<file path="src/rtl/ps2_host_tx.sv">
// PS/2 host-to-device transmitter: inhibit, request-to-send, shift 8 data + parity + stop, sample ACK.
// Open-drain outputs (oe=1 pulls the line low); both lines are conditioned by a 2-FF sync and an agreement filter.
module ps2_host_tx #(
  parameter int CLK_FREQ_HZ    = 25000000,
  parameter int INHIBIT_US     = 120,
  parameter int FIRST_EDGE_MS  = 15,
  parameter int BIT_TIMEOUT_US = 2000,
  parameter int FILTER_LEN     = 4
) (
  input  logic       clk,
  input  logic       rst_n,
  input  logic [7:0] tx_data,
  input  logic       tx_valid,
  output logic       tx_ready,
  output logic       busy,
  output logic       done,
  output logic [1:0] err_code,
  input  logic       ps2clk_i,
  input  logic       ps2data_i,
  output logic       ps2clk_oe,
  output logic       ps2data_oe
);

  localparam int US          = CLK_FREQ_HZ / 1000000;
  localparam int INHIBIT_CYC = INHIBIT_US * US;
  localparam int REQ_CYC     = US;
  localparam int FIRST_CYC   = FIRST_EDGE_MS * 1000 * US;
  localparam int BIT_CYC     = BIT_TIMEOUT_US * US;
  localparam int TMAX_A      = (FIRST_CYC > BIT_CYC) ? FIRST_CYC : BIT_CYC;
  localparam int TMAX        = (TMAX_A > INHIBIT_CYC) ? TMAX_A : INHIBIT_CYC;
  localparam int TW          = $clog2(TMAX + 1);
  localparam int FW          = $clog2(FILTER_LEN + 1);

  localparam logic [TW-1:0] INHIBIT_LAST = TW'(INHIBIT_CYC - 1);
  localparam logic [TW-1:0] REQ_LAST     = TW'(REQ_CYC - 1);
  localparam logic [TW-1:0] FIRST_LAST   = TW'(FIRST_CYC - 1);
  localparam logic [TW-1:0] BIT_LAST     = TW'(BIT_CYC - 1);
  localparam logic [FW-1:0] FILT_LAST    = FW'(FILTER_LEN - 1);

  typedef enum logic [2:0] {
    S_IDLE, S_INHIBIT, S_REQ, S_SHIFT, S_ACK, S_RELEASE, S_DONE
  } state_t;

  // Bit 0 carries the clock line, bit 1 the data line.
  logic [1:0]    sync1, sync2, filt, filt_q;
  logic [FW-1:0] fcnt [2];
  logic          clk_fall;

  always_ff @(posedge clk or negedge rst_n) begin
    if (!rst_n) begin
      sync1   <= 2'b11;
      sync2   <= 2'b11;
      filt    <= 2'b11;
      filt_q  <= 2'b11;
      fcnt[0] <= '0;
      fcnt[1] <= '0;
    end else begin
      sync1  <= {ps2data_i, ps2clk_i};
      sync2  <= sync1;
      filt_q <= filt;
      for (int i = 0; i < 2; i++) begin
        if (sync2[i] == filt[i]) begin
          fcnt[i] <= '0;
        end else if (fcnt[i] == FILT_LAST) begin
          filt[i] <= sync2[i];
          fcnt[i] <= '0;
        end else begin
          fcnt[i] <= fcnt[i] + 1'b1;
        end
      end
    end
  end

  assign clk_fall = filt_q[0] & ~filt[0];

  state_t        state;
  logic [7:0]    data_q;
  logic          parity;
  logic [3:0]    n;
  logic [TW-1:0] timer;
  logic [1:0]    ack_code;
  logic [TW-1:0] shift_last;

  // Only the wait for the first fall gets the long limit.
  assign shift_last = (n == 4'd0) ? FIRST_LAST : BIT_LAST;

  always_ff @(posedge clk or negedge rst_n) begin
    if (!rst_n) begin
      state      <= S_IDLE;
      data_q     <= '0;
      parity     <= 1'b0;
      n          <= '0;
      timer      <= '0;
      ack_code   <= 2'b00;
      tx_ready   <= 1'b1;
      busy       <= 1'b0;
      done       <= 1'b0;
      err_code   <= 2'b00;
      ps2clk_oe  <= 1'b0;
      ps2data_oe <= 1'b0;
    end else begin
      done <= 1'b0;
      case (state)
        S_IDLE: begin
          if (tx_valid && tx_ready) begin
            data_q    <= tx_data;
            parity    <= ~^tx_data;
            n         <= '0;
            timer     <= '0;
            ps2clk_oe <= 1'b1;
            tx_ready  <= 1'b0;
            busy      <= 1'b1;
            state     <= S_INHIBIT;
          end
        end
        S_INHIBIT: begin
          if (timer == INHIBIT_LAST) begin
            timer      <= '0;
            ps2data_oe <= 1'b1;
            state      <= S_REQ;
          end else begin
            timer <= timer + 1'b1;
          end
        end
        S_REQ: begin
          if (timer == REQ_LAST) begin
            timer     <= '0;
            ps2clk_oe <= 1'b0;
            state     <= S_SHIFT;
          end else begin
            timer <= timer + 1'b1;
          end
        end
        S_SHIFT: begin
          if (clk_fall) begin
            timer <= '0;
            n     <= n + 1'b1;
            if (n < 4'd8) begin
              ps2data_oe <= ~data_q[n[2:0]];
            end else if (n == 4'd8) begin
              ps2data_oe <= ~parity;
            end else begin
              ps2data_oe <= 1'b0;
              state      <= S_ACK;
            end
          end else if (timer == shift_last) begin
            ps2clk_oe  <= 1'b0;
            ps2data_oe <= 1'b0;
            err_code   <= (n == 4'd0) ? 2'b01 : 2'b10;
            done       <= 1'b1;
            state      <= S_DONE;
          end else begin
            timer <= timer + 1'b1;
          end
        end
        S_ACK: begin
          if (clk_fall) begin
            ack_code <= filt[1] ? 2'b11 : 2'b00;
            timer    <= '0;
            state    <= S_RELEASE;
          end else if (timer == BIT_LAST) begin
            err_code <= 2'b10;
            done     <= 1'b1;
            state    <= S_DONE;
          end else begin
            timer <= timer + 1'b1;
          end
        end
        S_RELEASE: begin
          if (&filt) begin
            err_code <= ack_code;
            done     <= 1'b1;
            state    <= S_DONE;
          end else if (timer == BIT_LAST) begin
            err_code <= 2'b10;
            done     <= 1'b1;
            state    <= S_DONE;
          end else begin
            timer <= timer + 1'b1;
          end
        end
        S_DONE: begin
          tx_ready <= 1'b1;
          busy     <= 1'b0;
          state    <= S_IDLE;
        end
        default: state <= S_IDLE;
      endcase
    end
  end

endmodule

</file>
<file path="config.mk">
export PLATFORM = sky130hd
export DESIGN_NAME = ps2_host_tx
export DESIGN_NICKNAME = d
export VERILOG_FILES = /design/src/rtl/ps2_host_tx.sv
export SDC_FILE = /design/constraint.sdc
export NUM_CORES = 1
export LEC_CHECK = 0
export ABC_AREA = 1
export BUFFER_PORTS_ARGS = -buffer_cell sky130_fd_sc_hd__buf_4
export CORE_UTILIZATION = 30
export DETAILED_ROUTE_END_ITERATION = 10
export REMOVE_ABC_BUFFERS = 1
export SLEW_MARGIN = 15
export SYNTH_ARGS = -nofsm -noshare
export SYNTH_HDL_FRONTEND = slang
export SYNTH_SLANG_ARGS = --single-unit
</file>
<file path="constraint.sdc">
create_clock -name clk -period 3 [get_ports clk]
set_input_delay 0.45 -clock clk [delete_from_list [all_inputs] [get_ports clk]]
set_output_delay 0.45 -clock clk [all_outputs]
set_load 0.02 [all_outputs]
</file>
==> impl_metrics.ini <==
[layout]
drive_gt1_frac = 0.101
final_area_um2 = 4420
area_growth_pct = 10.5
num_antenna_cells = 0
nNetsFinal = 631

[timing]
fin_crit_sh = 0.835
fin_skew_ns = 0.00611
rsz0062_at_grt = false
finalSetupTns_ns = 0
final-setup-viol-count = 0
worst_slew_pin_slew_ns = 0.744
slew_viol_final = 0
max_freq_mhz = 399
period_minus_slack_ns = 2.50
hold_viol = 0
max_slew_margin = 0.504

[die]
num_rows = 41
die_w_um = 118
io_pins = 20
core_um2 = 12800
initial_core_util = 0.312
dieArea_um2 = 13800
die_h_um = 118

[place]
gp_congestion = 0.949
place.port_buffers = 19
dp_hpwl_um = 8660
postPlaceCellArea_um2 = 4280

[cts]
cts_made_buffers = 5
cts_resized = 0
htree_levels = 2
cts_sinks = 56
clk_latency_ns = 0.30
cts.clk_slew.worst_paths_ns = 0.08
cts-root-buf = clkbuf_16
cts_hold_buf = 0
cts_buffer_depth = 2
cts_tree = yes
post-cts-setup-buffers = 0

[synth]
synth-seq-cells = 56
yosysTopAreaCell = dfrtp_1
synthCells = 604
netlist_area_um2 = 4000
yosys-top-cells-area = dfrtp_1 30%, nand2_1 17%, nand3_1 8.5%
synth.top_cell.area_share = 0.300
async_flop_share = 1.00
ys_seq_area_frac = 0.353
synth_warnings = 0
synth_area_per_cell_um2 = 6.63
ys.flop_type = dfrtp_1
ys_types = 35
synth_edf_count = 0

[critical_path]
worstPathCellList = inv_1 -> ha_1 -> nand3_1 -> nand3_1 -> nand2_1 -> nand2_1 -> nor2_4 -> a21oi_2 -> nand2_1 -> o21ai_1
setup.worst_path.end_class = register
cp_max_fo = 13
slowest_delay_ns = 0.53
start_kind = register
critical_path_class = register to register
crit_slowest_cell = a21oi_2
cp_num_buf_inv = 1
cp.arrival_ns = 2.72
path_common_cell = nand2_1
crit_family = simple AND/OR/NAND/NOR gates
cp_data_required_time_ns = 3.22

[power_and_ir_drop]
p_leak_nw = 2.18
cellPowerDensity_nw_per_um2 = 383
peakVddDrop_uv = 269

[routing]
drc = 0
antenna_left = 0
drtIter0Drc = 328
routed_wl_um = 11500
viasPerCell = 5.08
num_vias = 3989
wl_per_cell_um = 14.6
firstDrtPassIters = 5

[global_route]
grt_max_degree = 57
grt_usage = 0.172
antenna_found_initial = 0
grt-ovfl-total = 0
grt_pass1_wl_um = 19300
grt_pass1_vias = 3890

[run]
max_cap_viol_count = 0

[outcome]
status = finished, final reports clean

[hold_path]
hp-class = input port to asynchronous set/reset pin
-- cell usage in the layout (no fill, tap or decap), types with 6 or more instances in the layout --
| cell type | Yosys | routed |
|---|---|---|
| o21ai_0 | 18 | 18 |
| inv_2 | 7 | 7 |
| nor2_1 | 82 | 82 |
| xor2_1 | 8 | 8 |
| o21ai_1 | 8 | 8 |
| xnor2_1 | 8 | 8 |
| buf_4 | 1 | 22 |
| a21oi_1 | 7 | 7 |
| dfrtp_1 | 48 | 48 |
| dfstp_2 | 8 | 8 |
| nand3_1 | 68 | 68 |
| ha_1 | 6 | 6 |
| nor3_1 | 7 | 7 |
| o211ai_1 | 11 | 11 |
| nand4_1 | 23 | 23 |
| inv_1 | 59 | 59 |
| nand2_1 | 185 | 185 |
-- final cells by class --
class	count	area (um2)
clock buffers	6	129
inverters	67	251
repair buffers	22	165
well taps	172	215
fillers	1430	8400
flip-flops and latches	56	1410
clock inverters	2	17.5
multi-input cells	460	2230
-- state kept, by name, indices dropped and copies added, names as in the netlist --
name        flops
sync1           2
fcnt            6
timer          19
ps2data_oe      1
parity          1
err_code        2
state           3
tx_ready        1
sync2           2
filt            2
data_q          8
busy            1
n               4
filt_q          1
ack_code        1
done            1
ps2clk_oe       1
-- stage by stage --
stage                     instances  power (mW)   util  hold WS [ns]  setup slack, ns
after floorplan                 583        1.01      -         0.154             1.12
after global placement          777        1.09  0.333         0.346            0.575
after detailed placement        777        1.09  0.333         0.347            0.551
after CTS                       785        1.71  0.345         0.245            0.508
after global routing            785        1.76  0.345         0.243            0.255
final                           785        1.69  0.345         0.212            0.496
-- where the power goes --
part / leakage (nW) / total [mW] / internal [mW] / switching (mW)
Clock: 0.0719 / 0.613 / 0.318 / 0.296
Sequential: 0.694 / 0.849 / 0.816 / 0.0330
Combinational: 1.41 / 0.232 / 0.0855 / 0.146
-- synthesized netlist by cell type (3+ instances only) --
cell type,number
xor2_1,8
o211ai_1,11
dfstp_2,8
nor3_1,7
nor2_2,4
dfrtp_1,48
o21ai_1,8
buf_2,13
inv_1,59
ha_1,6
nand2_2,3
nor2_1,82
a21oi_1,7
nand4_1,23
o21ai_0,18
nand2_1,185
clkbuf_1,5
xnor2_1,8
nand3_1,68
o2111ai_1,5
inv_2,7
nor2_4,4
-- per-layer routing --
metal  part of all wire  track usage  routed length [um]
met1               0.46        0.231                5260
met2               0.45        0.274                5130
met3              0.066       0.0262                 759
met4              0.028       0.0737                 325
met5                  0            0                   0
-- path summary, 6_finish.rpt --
path / endpoint / slack (ns) / from / depth (start not counted)
setup / recovery: timer[6]$_DFFE_PN0P_ / 0.50 / n[0]$_DFFE_PN0P_ / 10
hold / removal: data_q[6]$_DFFE_PN0P_ / 0.21 / rst_n / 1
setup reg to reg: timer[6]$_DFFE_PN0P_ / 0.50 / n[0]$_DFFE_PN0P_ / 10
hold reg to reg: sync2[1]$_DFF_PN1_ / 0.36 / sync1[1]$_DFF_PN1_ / 0
max in group asynchronous: timer[10]$_DFFE_PN0P_ / 2.30 / rst_n / 1
min in group clk: sync1[0]$_DFF_PN1_ / 0.25 / ps2clk_i / 1
-- worst reg2reg max path: cells and delay by family, from the launching register on --
family / cells / cell delay, ns
AND/OR/NAND/NOR: 6 / 0.90
AO/OA/AOI/OAI: 2 / 0.64
flip-flops: 1 / 0.48
adder cells (fa/ha/maj): 1 / 0.24
buffers and inverters: 1 / 0.16
-- cells by family after synthesis --
| logic type | Yosys count | share of synthesized area |
|---|---|---|
| DFF | 56 | 0.353 |
| muxes | 2 | 0.00563 |
| buffers and inverters | 88 | 0.0894 |
| and+or+nand+nor | 383 | 0.418 |
| AOI/OAI and AO/OA | 53 | 0.0803 |
| adders and majority gates | 6 | 0.0188 |
| xor gates and xnor gates | 16 | 0.0350 |
(Power assumes the default switching activity.)
